### config.mk
export PLATFORM = sky130hd
export DESIGN_NAME = palette_select_ctrl
export DESIGN_NICKNAME = d
export VERILOG_FILES = /design/src/rtl/palette_pkg.sv /design/src/rtl/palette_rom.sv /design/src/rtl/palette_select_ctrl.sv
export SDC_FILE = /design/constraint.sdc
export NUM_CORES = 1
export LEC_CHECK = 0
export BUFFER_PORTS_ARGS = -buffer_cell sky130_fd_sc_hd__buf_2
export CORE_ASPECT_RATIO = 1.75
export CORE_UTILIZATION = 60
export DETAILED_ROUTE_END_ITERATION = 6
export GPL_ROUTABILITY_DRIVEN = 0
export HOLD_SLACK_MARGIN = 0.06
export PLACE_DENSITY = 0.9
export SYNTH_ARGS = -nofsm -noshare
export SYNTH_HDL_FRONTEND = slang
export SYNTH_HIERARCHICAL = 1
export SYNTH_SLANG_ARGS = --single-unit
### constraint.sdc
create_clock -name CLOCK -period 6.25 [get_ports CLOCK]
set_input_delay 0.9375 -clock CLOCK [delete_from_list [all_inputs] [get_ports CLOCK]]
set_output_delay 0.9375 -clock CLOCK [all_outputs]
set_load 0.005 [all_outputs]
### src/rtl/palette_pkg.sv
// palette_pkg
// Shared definitions for the drawing palette: the 13 RGB565 colour
// constants in index order, palette size / index width, and the state
// encodings of the navigation and commit state machines. Used by the
// selection controller, the menu renderer and the brush datapath.
package palette_pkg;

    localparam int NUM_COLOURS = 13;
    localparam int IDX_W       = 4;

    localparam logic [15:0] COL_BLACK       = 16'h0000;
    localparam logic [15:0] COL_BEIGE       = 16'hF7BB;
    localparam logic [15:0] COL_ORANGE      = 16'hFD20;
    localparam logic [15:0] COL_BROWN       = 16'hA145;
    localparam logic [15:0] COL_RED         = 16'hF800;
    localparam logic [15:0] COL_PURPLE      = 16'h8010;
    localparam logic [15:0] COL_TURQUOISE   = 16'h471A;
    localparam logic [15:0] COL_BLUE        = 16'h001F;
    localparam logic [15:0] COL_GREEN       = 16'h07E0;
    localparam logic [15:0] COL_LIGHT_GREEN = 16'h9772;
    localparam logic [15:0] COL_YELLOW      = 16'hFFE0;
    localparam logic [15:0] COL_DARK_GREY   = 16'h7BEF;
    localparam logic [15:0] COL_GREY        = 16'hBDF7;

    typedef enum logic [2:0] {
        NAV_IDLE,
        NAV_DEBOUNCE,
        NAV_HOLD,
        NAV_REPEAT,
        NAV_RELEASE
    } nav_state_t;

    typedef enum logic [1:0] {
        CMT_IDLE,
        CMT_DEBOUNCE,
        CMT_RELEASE
    } commit_state_t;

endpackage

### src/rtl/palette_rom.sv
// palette_rom
// Combinational palette lookup: 4-bit index -> RGB565 colour.
// Indices beyond the last palette entry return BLACK.
// Ports:
//   index  in   palette index
//   colour out  RGB565 colour of index
module palette_rom
    import palette_pkg::*;
(
    input  logic [IDX_W-1:0] index,
    output logic [15:0]      colour
);

    always_comb begin
        colour = COL_BLACK;
        case (index)
            4'd0:    colour = COL_BLACK;
            4'd1:    colour = COL_BEIGE;
            4'd2:    colour = COL_ORANGE;
            4'd3:    colour = COL_BROWN;
            4'd4:    colour = COL_RED;
            4'd5:    colour = COL_PURPLE;
            4'd6:    colour = COL_TURQUOISE;
            4'd7:    colour = COL_BLUE;
            4'd8:    colour = COL_GREEN;
            4'd9:    colour = COL_LIGHT_GREEN;
            4'd10:   colour = COL_YELLOW;
            4'd11:   colour = COL_DARK_GREY;
            4'd12:   colour = COL_GREY;
            default: colour = COL_BLACK;
        endcase
    end

endmodule

### src/rtl/palette_select_ctrl.sv
// palette_select_ctrl
// Turns raw btnL/btnR/btnC presses into debounced, auto-repeating palette
// index steps and a commit pulse.
// Ports:
//   CLOCK             in   system clock
//   rst_n             in   asynchronous active-low reset
//   enable            in   palette navigation enabled (level)
//   btnL, btnR, btnC  in   raw asynchronous pushbuttons, active-high
//   sel_index         out  current palette index (registered)
//   selected_colour   out  RGB565 of sel_index (registered)
//   sel_changed       out  one-cycle pulse on every index change
//   commit            out  one-cycle pulse on a debounced btnC press
//   committed_colour  out  colour latched at the last commit
module palette_select_ctrl
    import palette_pkg::*;
#(
    parameter int NUM_COLOURS     = palette_pkg::NUM_COLOURS,
    parameter int DEBOUNCE_CYCLES = 1_000_000,
    parameter int REPEAT_DELAY    = 50_000_000,
    parameter int REPEAT_PERIOD   = 12_500_000,
    parameter bit WRAP            = 1'b0
) (
    input  logic             CLOCK,
    input  logic             rst_n,
    input  logic             enable,
    input  logic             btnL,
    input  logic             btnR,
    input  logic             btnC,
    output logic [IDX_W-1:0] sel_index,
    output logic [15:0]      selected_colour,
    output logic             sel_changed,
    output logic             commit,
    output logic [15:0]      committed_colour
);

    localparam int NAV_MAX_A  = (DEBOUNCE_CYCLES > REPEAT_DELAY) ? DEBOUNCE_CYCLES : REPEAT_DELAY;
    localparam int NAV_MAX    = (NAV_MAX_A > REPEAT_PERIOD) ? NAV_MAX_A : REPEAT_PERIOD;
    localparam int NAV_CNT_W  = $clog2(NAV_MAX + 1);
    localparam int CMT_CNT_W  = $clog2(DEBOUNCE_CYCLES + 1);
    localparam logic [IDX_W-1:0] LAST_IDX = IDX_W'(NUM_COLOURS - 1);

    // Two-flop synchronisers, bit order {C, R, L}
    logic [2:0] sync_meta_reg;
    logic [2:0] sync_reg;

    always_ff @(posedge CLOCK or negedge rst_n) begin
        if (!rst_n) begin
            sync_meta_reg <= '0;
            sync_reg      <= '0;
        end else begin
            sync_meta_reg <= {btnC, btnR, btnL};
            sync_reg      <= sync_meta_reg;
        end
    end

    logic l_sync, r_sync, c_sync;
    assign l_sync = sync_reg[0];
    assign r_sync = sync_reg[1];
    assign c_sync = sync_reg[2];

    // ---------------- navigation FSM ----------------
    nav_state_t           nav_state_reg, nav_state_next;
    logic [NAV_CNT_W-1:0] nav_cnt_reg, nav_cnt_next;
    logic                 dir_reg, dir_next;     // 1 = right (+1), 0 = left (-1)
    logic                 step;
    logic                 held, other;

    assign held  = dir_reg ? r_sync : l_sync;
    assign other = dir_reg ? l_sync : r_sync;

    always_ff @(posedge CLOCK or negedge rst_n) begin
        if (!rst_n) begin
            nav_state_reg <= NAV_IDLE;
            nav_cnt_reg   <= '0;
            dir_reg       <= 1'b0;
        end else begin
            nav_state_reg <= nav_state_next;
            nav_cnt_reg   <= nav_cnt_next;
            dir_reg       <= dir_next;
        end
    end

    always_comb begin
        nav_state_next = nav_state_reg;
        nav_cnt_next   = nav_cnt_reg;
        dir_next       = dir_reg;
        step           = 1'b0;
        if (!enable) begin
            nav_state_next = NAV_IDLE;
            nav_cnt_next   = '0;
        end else begin
            case (nav_state_reg)
                NAV_IDLE: begin
                    nav_cnt_next = '0;
                    // both buttons together are ignored
                    if (l_sync ^ r_sync) begin
                        nav_state_next = NAV_DEBOUNCE;
                        dir_next       = r_sync;
                    end
                end
                NAV_DEBOUNCE: begin
                    if (!held || other) begin
                        nav_state_next = NAV_IDLE;
                        nav_cnt_next   = '0;
                    end else if (nav_cnt_reg == NAV_CNT_W'(DEBOUNCE_CYCLES - 1)) begin
                        step           = 1'b1;
                        nav_state_next = NAV_HOLD;
                        nav_cnt_next   = '0;
                    end else begin
                        nav_cnt_next = nav_cnt_reg + NAV_CNT_W'(1);
                    end
                end
                NAV_HOLD: begin
                    if (!held) begin
                        nav_state_next = NAV_RELEASE;
                        nav_cnt_next   = '0;
                    end else if (nav_cnt_reg == NAV_CNT_W'(REPEAT_DELAY - 1)) begin
                        step           = 1'b1;
                        nav_state_next = NAV_REPEAT;
                        nav_cnt_next   = '0;
                    end else begin
                        nav_cnt_next = nav_cnt_reg + NAV_CNT_W'(1);
                    end
                end
                NAV_REPEAT: begin
                    if (!held) begin
                        nav_state_next = NAV_RELEASE;
                        nav_cnt_next   = '0;
                    end else if (nav_cnt_reg == NAV_CNT_W'(REPEAT_PERIOD - 1)) begin
                        step         = 1'b1;
                        nav_cnt_next = '0;
                    end else begin
                        nav_cnt_next = nav_cnt_reg + NAV_CNT_W'(1);
                    end
                end
                NAV_RELEASE: begin
                    // both direction buttons must stay low for a full debounce window
                    if (l_sync || r_sync) begin
                        nav_cnt_next = '0;
                    end else if (nav_cnt_reg == NAV_CNT_W'(DEBOUNCE_CYCLES - 1)) begin
                        nav_state_next = NAV_IDLE;
                        nav_cnt_next   = '0;
                    end else begin
                        nav_cnt_next = nav_cnt_reg + NAV_CNT_W'(1);
                    end
                end
                default: begin
                    nav_state_next = NAV_IDLE;
                    nav_cnt_next   = '0;
                end
            endcase
        end
    end

    // ---------------- index datapath ----------------
    logic [IDX_W-1:0] idx_next;
    logic [15:0]      colour_next;
    logic [IDX_W-1:0] sel_index_reg;
    logic [15:0]      selected_colour_reg;
    logic             sel_changed_reg;

    always_comb begin
        idx_next = sel_index_reg;
        if (step) begin
            if (dir_reg) begin
                if (sel_index_reg == LAST_IDX) idx_next = WRAP ? '0 : sel_index_reg;
                else                           idx_next = sel_index_reg + IDX_W'(1);
            end else begin
                if (sel_index_reg == '0) idx_next = WRAP ? LAST_IDX : sel_index_reg;
                else                     idx_next = sel_index_reg - IDX_W'(1);
            end
        end
    end

    // colour register is fed from the next index so both update together
    palette_rom u_rom (
        .index  (idx_next),
        .colour (colour_next)
    );

    // ---------------- commit debouncer ----------------
    commit_state_t        cmt_state_reg, cmt_state_next;
    logic [CMT_CNT_W-1:0] cmt_cnt_reg, cmt_cnt_next;
    logic                 fire;
    logic                 commit_reg;
    logic [15:0]          committed_colour_reg;

    always_comb begin
        cmt_state_next = cmt_state_reg;
        cmt_cnt_next   = cmt_cnt_reg;
        fire           = 1'b0;
        if (!enable) begin
            cmt_state_next = CMT_IDLE;
            cmt_cnt_next   = '0;
        end else begin
            case (cmt_state_reg)
                CMT_IDLE: begin
                    cmt_cnt_next = '0;
                    if (c_sync) cmt_state_next = CMT_DEBOUNCE;
                end
                CMT_DEBOUNCE: begin
                    if (!c_sync) begin
                        cmt_state_next = CMT_IDLE;
                        cmt_cnt_next   = '0;
                    end else if (cmt_cnt_reg == CMT_CNT_W'(DEBOUNCE_CYCLES - 1)) begin
                        fire           = 1'b1;
                        cmt_state_next = CMT_RELEASE;
                        cmt_cnt_next   = '0;
                    end else begin
                        cmt_cnt_next = cmt_cnt_reg + CMT_CNT_W'(1);
                    end
                end
                CMT_RELEASE: begin
                    if (c_sync) begin
                        cmt_cnt_next = '0;
                    end else if (cmt_cnt_reg == CMT_CNT_W'(DEBOUNCE_CYCLES - 1)) begin
                        cmt_state_next = CMT_IDLE;
                        cmt_cnt_next   = '0;
                    end else begin
                        cmt_cnt_next = cmt_cnt_reg + CMT_CNT_W'(1);
                    end
                end
                default: begin
                    cmt_state_next = CMT_IDLE;
                    cmt_cnt_next   = '0;
                end
            endcase
        end
    end

    always_ff @(posedge CLOCK or negedge rst_n) begin
        if (!rst_n) begin
            sel_index_reg        <= '0;
            selected_colour_reg  <= COL_BLACK;
            sel_changed_reg      <= 1'b0;
            cmt_state_reg        <= CMT_IDLE;
            cmt_cnt_reg          <= '0;
            commit_reg           <= 1'b0;
            committed_colour_reg <= COL_BLACK;
        end else begin
            sel_index_reg       <= idx_next;
            selected_colour_reg <= colour_next;
            sel_changed_reg     <= (idx_next != sel_index_reg);
            cmt_state_reg       <= cmt_state_next;
            cmt_cnt_reg         <= cmt_cnt_next;
            commit_reg          <= fire;
            // uses the current (pre-step) colour when a step lands on the same edge
            if (fire) committed_colour_reg <= selected_colour_reg;
        end
    end

    assign sel_index        = sel_index_reg;
    assign selected_colour  = selected_colour_reg;
    assign sel_changed      = sel_changed_reg;
    assign commit           = commit_reg;
    assign committed_colour = committed_colour_reg;

endmodule

**Yosys cells after proc, flatten, opt, wreduce, memory -nomap -nowiden**

Memories as Yosys holds them, arrays and structs flattened. A register that Yosys moved wholly into a read port is not among the register bits.
Index checks and enable logic that the tools add are counted.

- Output and inout port bits: 38
- Memory bits (read-only): 256
- Memories kept: 1
- Logic and storage cells: 98
- Bits of input ports: 6
- Bits in registers: 80

- Eq/ne operators: 22
- Add/sub/neg operators: 4
- Bitwise logic cells: 1
- Reductions and logical operators: 10
- Multiplexer cells: 49

Memories:

| name | depth | width | read ports | clocked after memory_dff | wr ports | line | text |
|---|---|---|---|---|---|---|---|
| (no name shown) | 16 | 16 | 1 | 1 | 0 | palette_rom.sv:16 | `case (index)` |

Operators by type and width:

| kind | count |
|---|---|
| $mux 26 | 8 |
| $pmux 26 s4 | 1 |
| $mux 20 | 4 |
| $pmux 20 s2 | 1 |
| $mux 3 | 9 |
| $add 26x1->26 const B | 1 |
| $eq 26x20->1 const B | 1 |
| $eq 26x24->1 const B | 1 |
| $eq 26x26->1 const B | 1 |
| $ne 3x3->1 const B | 7 |
| $add 20x1->20 const B | 1 |
| $eq 20x20->1 const B | 1 |
| $mux 4 | 4 |
| $pmux 3 s5 | 1 |
| $mux 1 | 13 |
| $mux 2 | 6 |
| $ne 4x4->1 const B | 3 |
| $eq 3x2->1 const B | 2 |
| $pmux 2 s3 | 1 |
| $reduce_and 6->1 | 1 |
| $add 4x1->4 const B | 1 |
| $eq 4x4->1 const B | 1 |
| $logic_not 4->1 | 1 |
| $ne 4x4->1 | 1 |
| 13 further kinds | 15 |

**Logic depth before layout (Yosys ltp)**

Gate-level depths: netlist of run 1.

- Word-level depth: 8
- Gate-level depth with buffers: 12
- Gate-level depth less buffers: 12

**Hierarchy**

Netlist of run 1, hierarchy kept.

By module, submodules not included:

| module | cells each | area each (um2) | sequential area each (um2) | times used |
|---|---|---|---|---|
| palette_select_ctrl | 453 | 4,555.6 | 2,402.3 | 1 |
| palette_rom | 62 | 390.4 | 0.0 | 1 |

**Worst setup path after synthesis of run 1**

OpenSTA, ideal clock, no wires.

- Path type: input to register
- Start: input port enable
- End: register selected_colour_reg[0], in the netlist selected_colour[0]
- Cell stages on the path: 10
- Arrival time: 3.617 ns
- Data required time: 6.120 ns
- Buffers on the path: 1
- Path slack: 2.503 ns
- Setup time: 0.130 ns
- Cells stage by stage: clkbuf_1 nand3_1 nor4_1 a211oi_2 a211oi_1 inv_1 ha_1 nand2b_1 o211ai_1 o31ai_2

- Word-level cells in the longest chain between the ends: 2

RTL lines:

| what | line | text |
|---|---|---|
| from (decl) | palette_select_ctrl.sv:25 | `input logic enable,` |
| $mux 1 | palette_select_ctrl.sv:88 | `if (!enable) begin` |
| $mux 4 | palette_select_ctrl.sv:164 | `if (step) begin` |
| net idx_next[1] | palette_select_ctrl.sv:156 | `logic [IDX_W-1:0] idx_next;` |
| to (decl) | palette_select_ctrl.sv:159 | `logic [15:0] selected_colour_reg;` |

The timed path passes the listed nets, and every way through them passes these cells.
A chain may end at the register's enable or synchronous reset.

**Worst setup path after layout of run 1**

- Start: register dir_reg
- End: register selected_colour_reg[0], in the netlist selected_colour[0]

- Word-level cells in the longest chain between the ends: 7
- Elaborated cells between the ends (all ways): 11
- Classes of those cells: mux: 9; reduce/logical: 2

RTL lines:

| what | line | text |
|---|---|---|
| from (decl) | palette_select_ctrl.sv:64 | `logic dir_reg, dir_next;` |
| from (signal assigned) | palette_select_ctrl.sv:79 | `dir_reg <= dir_next;` |
| $mux 1 | palette_select_ctrl.sv:68 | `assign held = dir_reg ? r_sync : l_sync;` |
| $logic_not 1->1 | n/a |  |
| $logic_or 1x1->1 | palette_select_ctrl.sv:102 | `if (!held \|\| other) begin` |
| $mux 1 | palette_select_ctrl.sv:102 |  |
| $pmux 1 s3 | palette_select_ctrl.sv:92 | `case (nav_state_reg)` |
| $mux 1 | palette_select_ctrl.sv:88 |  |
| $mux 4 * | palette_select_ctrl.sv:164 |  |
| net idx_next[0] | palette_select_ctrl.sv:156 |  |

The timed path passes the listed nets; every way through them passes the cells marked *.

==> results of run 1 <==
critical path, cell delays in order (launching register included):
cell and delay (ns):
dfrtp_1 0.60, mux2_2 0.43, nand3_1 0.14, nor2b_1 0.08, a211oi_2 0.42, a21oi_1 0.12
xnor2_1 0.53, inv_1 0.21, ha_1 0.29, nand2b_1 0.21, o211ai_1 0.16, o31ai_2 0.11
cell usage in the layout (no fill, tap or decap), drive strengths merged, types with 2 or more instances in the layout:
| cell | synthesis | routed |
|---|---|---|
| nor4 | 7 | 7 |
| nor3 | 9 | 9 |
| dfrtp | 96 | 96 |
| o21ai | 24 | 24 |
| buf | 9 | 46 |
| and4 | 2 | 2 |
| a21boi | 3 | 3 |
| or2 | 3 | 3 |
| mux2 | 3 | 3 |
| or3 | 2 | 2 |
| nand2 | 81 | 81 |
| a211o | 2 | 2 |
| a211oi | 4 | 4 |
| nor3b | 2 | 2 |
| and2 | 6 | 6 |
| mux2i | 7 | 7 |
| o2111ai | 2 | 2 |
| nand3b | 5 | 5 |
| o211ai | 3 | 3 |
| xnor2 | 20 | 20 |
| nand2b | 6 | 6 |
| nand3 | 28 | 28 |
| inv | 21 | 26 |
| and4bb | 2 | 2 |
| nor4b | 4 | 4 |
| nor2 | 72 | 72 |
| nor2b | 4 | 4 |
| nand4 | 11 | 11 |
| o22ai | 2 | 2 |
| and3 | 10 | 10 |
| ha | 15 | 15 |
| clkbuf | 7 | 9 |
| a21oi | 8 | 8 |
| xor2 | 24 | 24 |
path summary, 6_finish.rpt:
| check | to | cells after the start |
|---|---|---|
| min in group asynchronous | nav_cnt_reg[25] | 1 |
| min | sync_reg[1] | 0 |
| min reg2reg | sync_reg[1] | 0 |
| max in group asynchronous | cmt_cnt_reg[16] | 2 |
| max | selected_colour[0] | 11 |
| max reg2reg | selected_colour[0] | 11 |
layout make-up:
cell class                      count  share of cell area
Sequential cell                    96              0.4367
Tap cell                           90             0.02047
Multi-Input combinational cell    382              0.4317
Clock inverter                      7             0.01228
Clock buffer                        9             0.04094
Timing Repair Buffer               46             0.04367
Inverter                           21             0.01433
power groups by stage:
| stage | clock (mW) | combinational [mW] | sequential, mW |
|---|---|---|---|
| finish | 0.543 | 0.109 | 0.657 |
| global route | 0.570 | 0.122 | 0.659 |
| CTS | 0.548 | 0.110 | 0.656 |
| detailed placement | 0 | 0.105 | 0.668 |
| global placement | 0 | 0.0975 | 0.665 |
| floorplan | 0 | 0.0838 | 0.657 |
cell families (layout without fill, tap and decap cells):
family | after synthesis | count (layout)
AO/OA/AOI/OAI | 56 | 56
XOR/XNOR | 44 | 44
adder cells (fa/ha/maj) | 15 | 15
buffers and inverters | 37 | 83
flip-flops | 96 | 96
multiplexers | 10 | 10
AND/OR/NAND/NOR | 257 | 257
layer usage:
| layer | track usage | up-vias |
|---|---|---|
| li1 | - | 1823 |
| met1 | 0.2925 | 1948 |
| met2 | 0.5146 | 146 |
| met3 | 0.05294 | 44 |
| met4 | 0.1738 | 0 |
| met5 | 0 | - |
metrics by stage:
step	hold slack, ns	total power [mW]
6_report	0.3517	1.309
5_1_grt	0.3587	1.351
4_1_cts	0.3561	1.314
3_5_place_dp	0.3370	0.7732
3_3_place_gp	0.3355	0.7630
2_1_floorplan	0.3312	0.7409
==> results.py, run 1 <==
metrics = {
    "power_and_ir_drop": {
        "seq_power_share": 0.502,
        "cellLeakagePower_nw": 2.493,
        "powerDensity_mw_per_mm2": 238.0,
        "pwr-share-clk": 0.414,
        "ir_drop_mv": 0.1772,
        "switchingPower_mw": 0.3556,
        "power_frac_comb": 0.084,
        "netSwitchingFraction": 0.2716,
        "p_int_mw": 0.9535,
    },
    "cts": {
        "postCtsSetupBuffers": 0,
        "cts_hold_buffers": 0,
        "cts_tree": "built",
        "cts_buffers": 9,
        "clockRootBuffer": "clkbuf_16",
        "clock_latency_ns": 0.35,
        "htree_levels": 3,
        "cts_resized": 0,
        "clkTransAtPathRegs_ns": 0.07,
        "clockBufferDepth": 2,
        "clock_sink_count": 96,
    },
    "timing": {
        "max_freq_mhz": 290.2,
        "finalSetupTns_ns": 0,
        "setup_viol": 0,
        "rsz0062_at_grt": "no",
        "slew_violations": 0,
        "max_slew_margin": 0.1672,
        "finalCriticalPeriod_ns": 3.446,
        "finClkSkew_ns": 0.008846,
        "setup_slack_ns": 2.804,
        "worst_slew_pin_slew_ns": 1.245,
        "hold_violations": 0,
        "final.period_utilization": 0.5514,
    },
    "route": {
        "m1WireLength_um": 4020,
        "wl_met3_um": 474,
        "first_pass_iters": 7,
        "post-route-drc-count": 4,
        "viasPerCell": 6.084,
        "drt_iter0_drc": 350,
        "dr_wl_met2_um": 6178,
        "vias": 3961,
        "wl_um": 11170,
        "avgRoutedWirePerCell_um": 17.15,
        "topRoutingLayerUsed": "met4",
        "drtAntennaViolNets": 0,
    },
    "run": {
        "cap_violations": 0,
    },
    "hold_path": {
        "hp-start": "sync_meta_reg[1]",
        "hold_class": "reg2reg",
    },
    "setup_path": {
        "rr_startpoint": "dir_reg",
        "worstPathArrival_ns": 3.66,
        "worstSetupStartpoint": "dir_reg",
        "crit_path_end_kind": "flip-flop",
        "r2r_setup_slack_ns": 2.80,
        "start_kind": "flip-flop",
        "crit_type": "reg2reg",
        "worstPathRequired_ns": 6.46,
        "worst-path-max-fanout": 15,
    },
    "placement": {
        "port_buffers": 43,
        "post-place-ws_ns": 2.620,
        "dpl_cell_area_mm2": 0.005209,
        "dp_hpwl_um": 7495,
        "dp_cells": 635,
    },
    "final_layout": {
        "multi_input_area_mm2": 0.002375,
        "n_fill_cell": 567,
        "largest_reg_flops": 26,
        "postLayoutCoreUtil": 0.6909,
        "design_area_mm2": 0.005502,
        "syn_to_final_growth_pct": 11.23,
        "register_area_mm2": 0.002402,
        "diodes": 0,
        "nNetsFinal": 577,
        "stdcell_count": 651,
        "drive_above_1_share": 0.1640,
    },
    "logic_synthesis": {
        "synth_compound_area_frac": 0.07589,
        "synth.most_common_cell": "dfrtp_1",
        "synthXorXnorAreaFrac": 0.07792,
        "synth_top_area_frac": 0.4857,
        "synth_mux_area_frac": 0.02100,
        "yosys_warnings": 6,
        "synth-edff-count": 0,
        "async_flop_share": 1.000,
        "yosys.area.top_type": "dfrtp_1",
        "ys_ff_latch": 96,
        "synthTopCellsByCount": "dfrtp_1 (96), nand2_1 (81), nor2_1 (61)",
        "synth-simple-area-share": 0.2674,
        "ys_types": 59,
        "yosys-top-cells-area": "dfrtp_1 (49%), nand2_1 (6.1%), nor2_1 (4.6%)",
        "avgSynthCellArea_um2": 9.604,
        "synth_top_flop_cell": "dfrtp_1",
        "synthAdderAreaFrac": 0.03795,
        "postSynthCellCount": 515,
        "syn_nets": 536,
        "netlist_area_mm2": 0.004946,
        "ys_seq_area_frac": 0.4857,
        "synth_top_family_by_area": "simple AND/OR/NAND/NOR gates",
    },
    "status": {
        "violations": "design-rule violations",
        "status": "finished, violations left",
    },
    "global_route": {
        "grt_pass1_vias": 4048,
        "antenna_found_initial": 0,
        "grt_first_pass_wirelength_um": 18470,
        "grt_use_total": 0.2807,
        "grt_max_degree": 76,
        "grt_overflow": 0,
    },
    "floorplan": {
        "die_y_um": 122.1,
        "die-width_um": 70.63,
        "core_mm2": 0.007963,
        "dieArea_mm2": 0.008624,
        "num_io_pins": 44,
        "start_util": 0.6212,
        "rows": 43,
    },
}
No activity file was read; power rests on OpenSTA's default activity.
==> run 2: changes to the inputs <==
Settings changed: ABC_AREA set to 1, CORE_UTILIZATION 60 to 54, PLACE_DENSITY 0.9 to 0.86.
Clock period 6.25 ns to 2.9 ns, I/O delays scaled along.
==> run 2 against run 1 <==
The flow now finishes without violations. Sequential power is 120% higher. Setup slack worse by 2.5 ns. Global-route usage decreased by 1.2 points. Largest power group unchanged.
==> results.py, run 2 <==
metrics = {
    "route": {
        "vias": 4496,
        "drt_iter0_drc": 368,
        "avgRoutedWirePerCell_um": 14.83,
        "wl_um": 12130,
        "post-route-drc-count": 0,
        "drtAntennaViolNets": 0,
        "m1WireLength_um": 4405,
        "wl_met3_um": 521,
        "dr_wl_met2_um": 6697,
        "topRoutingLayerUsed": "met4",
        "first_pass_iters": 7,
        "viasPerCell": 5.496,
    },
    "timing": {
        "max_freq_mhz": 379.4,
        "setup_viol": 0,
        "slew_violations": 0,
        "final.period_utilization": 0.9090,
        "finClkSkew_ns": 0.01021,
        "whs_ns": 0.07532,
        "finalSetupTns_ns": 0,
        "finalCriticalPeriod_ns": 2.636,
        "rsz0062_at_grt": "no",
        "worst_slew_pin_slew_ns": 0.5681,
        "max_slew_margin": 0.6213,
        "hold_violations": 0,
    },
    "final_layout": {
        "postLayoutCoreUtil": 0.6352,
        "register_area_mm2": 0.002402,
        "syn_to_final_growth_pct": 12.85,
        "mostFrequentLayoutCells": "nand2_1 (172), dfrtp_1 (96), nor2_1 (79)",
        "nNetsFinal": 714,
        "stdcell_count": 818,
        "multi_input_area_mm2": 0.002390,
        "diodes": 0,
        "layout_commonest_cell": "nand2_1",
        "drive_above_1_share": 0.1490,
        "largest_reg_flops": 26,
        "n_fill_cell": 738,
    },
    "run": {
        "cap_violations": 0,
    },
    "cts": {
        "clkTransAtPathRegs_ns": 0.07,
        "htree_levels": 3,
        "clockRootBuffer": "clkbuf_16",
        "clock_latency_ns": 0.35,
        "cts_buffers": 9,
        "clockBufferDepth": 2,
        "clock_sink_count": 96,
        "cts_tree": "built",
    },
    "logic_synthesis": {
        "synthXorXnorAreaFrac": 0.05271,
        "synth_top_family_by_area": "simple AND/OR/NAND/NOR gates",
        "ys_seq_area_frac": 0.4664,
        "synthAdderAreaFrac": 0.03643,
        "synth.most_common_cell": "nand2_1",
        "syn_nets": 663,
        "synth_mux_area_frac": 0,
        "yosys.area.top_type": "dfrtp_1",
        "ys_ff_latch": 96,
        "async_flop_share": 1.000,
        "avgSynthCellArea_um2": 8.024,
        "synth_top_flop_cell": "dfrtp_1",
        "yosys_warnings": 6,
        "synth_top_area_frac": 0.4664,
        "synth-edff-count": 0,
        "ys_types": 41,
        "synth-simple-area-share": 0.3170,
        "synth_compound_area_frac": 0.05392,
        "synthTopCellsByCount": "nand2_1 (173), dfrtp_1 (96), nor2_1 (79)",
        "yosys-top-cells-area": "dfrtp_1 (47%), nand2_1 (13%), nor2_1 (5.8%)",
        "netlist_area_mm2": 0.005151,
        "postSynthCellCount": 642,
    },
    "setup_path": {
        "rr_worst_depth": 18,
        "reg2reg_to": "selected_colour[14]",
        "rr_startpoint": "nav_cnt_reg[0]",
        "crit_path_end_kind": "flip-flop",
        "worstPathArrival_ns": 2.87,
        "crit_path_end": "selected_colour[14]",
        "crit_type": "reg2reg",
        "worstSetupStartpoint": "nav_cnt_reg[0]",
        "worstPathRequired_ns": 3.14,
        "start_kind": "flip-flop",
        "worst-path-max-fanout": 6,
        "r2r_setup_slack_ns": 0.26,
    },
    "hold_path": {
        "hold_class": "in2async",
    },
    "floorplan": {
        "start_util": 0.5629,
        "num_io_pins": 44,
        "core_mm2": 0.009151,
        "rows": 46,
        "die-width_um": 75.83,
        "dieArea_mm2": 0.009949,
        "die_y_um": 131.2,
    },
    "power_and_ir_drop": {
        "powerDensity_mw_per_mm2": 513.9,
        "cellLeakagePower_nw": 2.894,
        "ir_drop_mv": 0.3918,
    },
    "global_route": {
        "grt_first_pass_wirelength_um": 20330,
        "grt_overflow": 0,
        "grt_max_degree": 46,
        "grt_use_total": 0.2683,
        "grt_pass1_vias": 4542,
        "antenna_found_initial": 0,
    },
    "placement": {
        "dp_hpwl_um": 8758,
        "dp_cells": 802,
        "port_buffers": 43,
    },
    "status": {
        "status": "complete, no violations",
    },
}
run 2: worst min-delay path by stage:
stage,cells past startpoint,from,end,slack [ns]
4_1_cts,1,rst_n,nav_cnt_reg[3],0.1
5_1_grt,1,rst_n,nav_cnt_reg[3],0.12
2_1_floorplan,0,rst_n,cmt_cnt_reg[0],0.14
6_report,1,rst_n,nav_cnt_reg[5],0.08
3_5_place_dp,0,sync_meta_reg[0],sync_reg[0],0.34
3_3_place_gp,0,sync_meta_reg[2],sync_reg[2],0.33
run 2: timing repair:
action | CTS | global route
setup buffers | 0 | 0
hold buffers | 0 | 0
setup endpoints to repair | 0 | 15
resized for setup | 0 | 5
run 2: power breakdown:
part,switching (mW),internal [mW],total [mW]
combinational,0.258,0.106,0.364
sequential,0.0447,1.37,1.42
clock,0.509,0.698,1.21
total,0.812,2.18,2.99
run 2: per-layer routing:
layer | vias up | global-route usage
met5 | - | 0
met4 | 0 | 0.1379
met2 | 188 | 0.4759
li1 | 2123 | -
met3 | 51 | 0.04985
met1 | 2134 | 0.2865
run 2: critical path: stages (launching register included):
cell,delay (ns)
dfrtp_1,0.38
ha_1,0.22
nand3_2,0.15
inv_1,0.10
nand3_1,0.07
nor2_1,0.09
nand2_1,0.09
nand2_1,0.07
nand3_1,0.08
nand2_2,0.13
nand2_1,0.14
nand2_1,0.09
o21ai_1,0.06
inv_1,0.09
inv_1,0.09
ha_1,0.33
or2_0,0.23
nand2_1,0.07
nand2_1,0.04
run 2: area by class of cell:
| type | count | share of cell area |
|---|---|---|
| clock inverter | 5 | 0.01076 |
| clock buffer | 11 | 0.04176 |
| multi-input combinational | 457 | 0.4111 |
| tap | 120 | 0.02583 |
| timing repair buffer | 49 | 0.04520 |
| sequential | 96 | 0.4133 |
| inverter | 80 | 0.05209 |
run 2: metrics by stage:
stage | worst slack, ns | total power, mW | cell area [µm²]
after CTS | 0.1667 | 2.981 | 5793
after detailed placement | 0.1988 | 1.784 | 5488
after floorplan | 0.3073 | 1.694 | 5151
after global routing | 0.02781 | 3.092 | 5813
after global placement | 0.3249 | 1.758 | 5488
final | 0.2640 | 2.987 | 5813
run 2: logic make-up after synthesis:
family,Yosys count
AND/OR/NAND/NOR,365
AO/OA/AOI/OAI,46
buffers and inverters,89
flip-flops,96
XOR/XNOR,31
adder cells (fa/ha/maj),15
==> run 3: changes to the inputs <==
Settings changed: CORE_UTILIZATION 54 to 60, PLACE_DENSITY 0.86 to 0.9.
Clock period 2.9 ns to 2.7 ns, I/O delays scaled along.
==> run 3 against run 2 <==
Hold slack gained 0.082 ns. Sequential cell count stayed put. Critical path depth down 2. First-iteration DRC count grew 11%. Setup slack worse by 0.16 ns. Critical endpoint unchanged. Largest cell class is now multi-input combinational cells. Largest power group unchanged.
==> results.py, run 3 (synthesized netlist as in run 2, its figures left out) <==
metrics = {
    "placement": {
        "dp_hpwl_um": 8670,
        "dpl_cell_area_mm2": 0.005502,
        "port_buffers": 43,
    },
    "global_route": {
        "use_met1": 0.3195,
        "met3_usage": 0.05663,
        "busiest_layer": "met2",
        "grt_max_degree": 42,
        "grt_first_pass_wirelength_um": 20770,
        "use_met2": 0.5289,
        "grt_overflow": 0,
        "antenna_found_initial": 0,
        "grt_use_total": 0.3005,
        "grt_pass1_vias": 4719,
    },
    "cts": {
        "clockRootBuffer": "clkbuf_16",
        "cts_tree": "built",
        "clock_sink_count": 96,
        "clkTransAtPathRegs_ns": 0.07,
        "clockBufferDepth": 2,
        "cts_buffers": 9,
        "htree_levels": 3,
        "clock_latency_ns": 0.36,
    },
    "power_and_ir_drop": {
        "cellLeakagePower_nw": 2.922,
        "powerDensity_mw_per_mm2": 548.5,
        "finalPower_mw": 3.234,
        "ir_drop_mv": 0.4785,
    },
    "route": {
        "post-route-drc-count": 0,
        "avgRoutedWirePerCell_um": 15.89,
        "viasPerCell": 5.741,
        "drt_iter0_drc": 410,
        "drtAntennaViolNets": 0,
        "wl_um": 13000,
        "first_pass_iters": 5,
        "vias": 4696,
    },
    "final_layout": {
        "largest_reg_flops": 26,
        "n_fill_cell": 562,
        "mostFrequentLayoutCells": "nand2_1 (169), dfrtp_1 (96), nor2_1 (79)",
        "diodes": 0,
        "layout_commonest_cell": "nand2_1",
        "nNetsFinal": 719,
        "design_area_mm2": 0.005896,
        "syn_to_final_growth_pct": 14.45,
        "drive_above_1_share": 0.1721,
    },
    "timing": {
        "finalCriticalPeriod_ns": 2.595,
        "worst_slew_pin_slew_ns": 0.5445,
        "finClkSkew_ns": 0.01243,
        "setup_viol": 0,
        "max_freq_mhz": 385.3,
        "slew_violations": 0,
        "hold_violations": 0,
        "max_slew_margin": 0.6348,
        "final.period_utilization": 0.9612,
    },
    "setup_path": {
        "slowest_delay_ns": 0.37,
        "cp_slowest_cell": "dfrtp_1",
        "worstPathRequired_ns": 2.95,
        "crit_type": "reg2reg",
        "start_kind": "flip-flop",
        "crit_path_end_kind": "flip-flop",
        "cpMostUsedCell": "nand2_1",
        "worst-path-max-fanout": 5,
        "worstPathArrival_ns": 2.84,
        "r2r_setup_slack_ns": 0.10,
        "crit_chain": "ha_2 -> nand3_2 -> inv_1 -> nand3_1 -> nor2_1 -> nand2_1 -> nand2_1 -> nand3_1 -> nand2_2 -> nand3_2 -> xor2_2 -> inv_2 -> ha_4 -> or2_0 -> nand2_1 -> nand2_1",
    },
    "floorplan": {
        "die_y_um": 124.6,
        "rows": 44,
        "core_mm2": 0.008313,
        "start_util": 0.6197,
        "die-width_um": 72.04,
        "num_io_pins": 44,
        "dieArea_mm2": 0.008974,
    },
    "status": {
        "status": "complete, no violations",
    },
    "run": {
        "cap_violations": 0,
    },
    "hold_path": {
        "hold_class": "in2reg",
    },
}
run 3: cell count changes in the layout (fill, tap and decap cells not counted), moves of 2 or more:
cell and delta:
clkinvlp_4 -2, inv_2 +4, inv_8 +5, inv_1 -4, ha_2 +2, buf_4 +3
inv_6 -2, nand2_2 +3, ha_1 -3, nand2_1 -3
run 3: worst max-delay path: cells and delay by family (launching register included):
| family | cells | cell delay, ns |
|---|---|---|
| flops | 1 | 0.37 |
| xor+xnor | 1 | 0.24 |
| buf+inv | 2 | 0.21 |
| fa+ha+maj | 2 | 0.48 |
| simple gates | 11 | 1.19 |
run 3: timing repair:
action                                  in CTS  in global routing
hold buffers                                 1                  0
endpoints found under the hold margin       35                  0
buffers inserted                             0                  3
gates resized for setup                      2                 16
pin swaps                                    0                  3
endpoints found under the setup margin       4                 16
run 3: area by class of cell:
type / instances / area, µm² / share of cell area
clock inverters: 7 / 81.33 / 0.01379
clock buffers: 9 / 225.2 / 0.03820
repair buffers: 54 / 315.3 / 0.05348
inverters: 80 / 302.8 / 0.05136
flip-flops and latches: 96 / 2402 / 0.4075
multi-input cells: 457 / 2425 / 0.4113
well taps: 115 / 143.9 / 0.02441
run 3: stage by stage:
stage                     hold WS, ns    util  instances  worst slack (ns)  TNS (ns)
after detailed placement       0.3426  0.6618        798          -0.02111  -0.02497
after global routing           0.1520  0.7092        818           -0.1003   -0.8879
after global placement         0.3315  0.6618        798            0.1365         0
after floorplan                0.1094       -        642            0.1073         0
final                          0.1570  0.7092        818            0.1048         0
after CTS                      0.1545  0.7008        815          0.005764         0
run 3: path summary, 6_finish.rpt:
path | start | to | cells after the start
worst max register to register | nav_cnt_reg[0] | selected_colour[14] | 16
worst max-delay path | nav_cnt_reg[0] | selected_colour[14] | 16
worst min-delay path | btnR | sync_meta_reg[1] | 1
worst min register to register | sync_meta_reg[0] | sync_reg[0] | 0
max in group asynchronous | rst_n | cmt_cnt_reg[11] | 3
min in group asynchronous | rst_n | nav_cnt_reg[10] | 2
run 3: layer usage:
metal  vias to the layer above  wire length (µm)  share of wire
met3                        74               706          0.054
met2                       262              6960           0.54
met5                         -                 0              0
met1                      2211              4688           0.36
li1                       2149                 -              -
met4                         0               644          0.050
run 3: power breakdown:
part / internal (mW) / switching, mW / total (mW)
sequential: 1.47 / 0.0486 / 1.52
clock: 0.667 / 0.629 / 1.30
combinational: 0.122 / 0.296 / 0.418
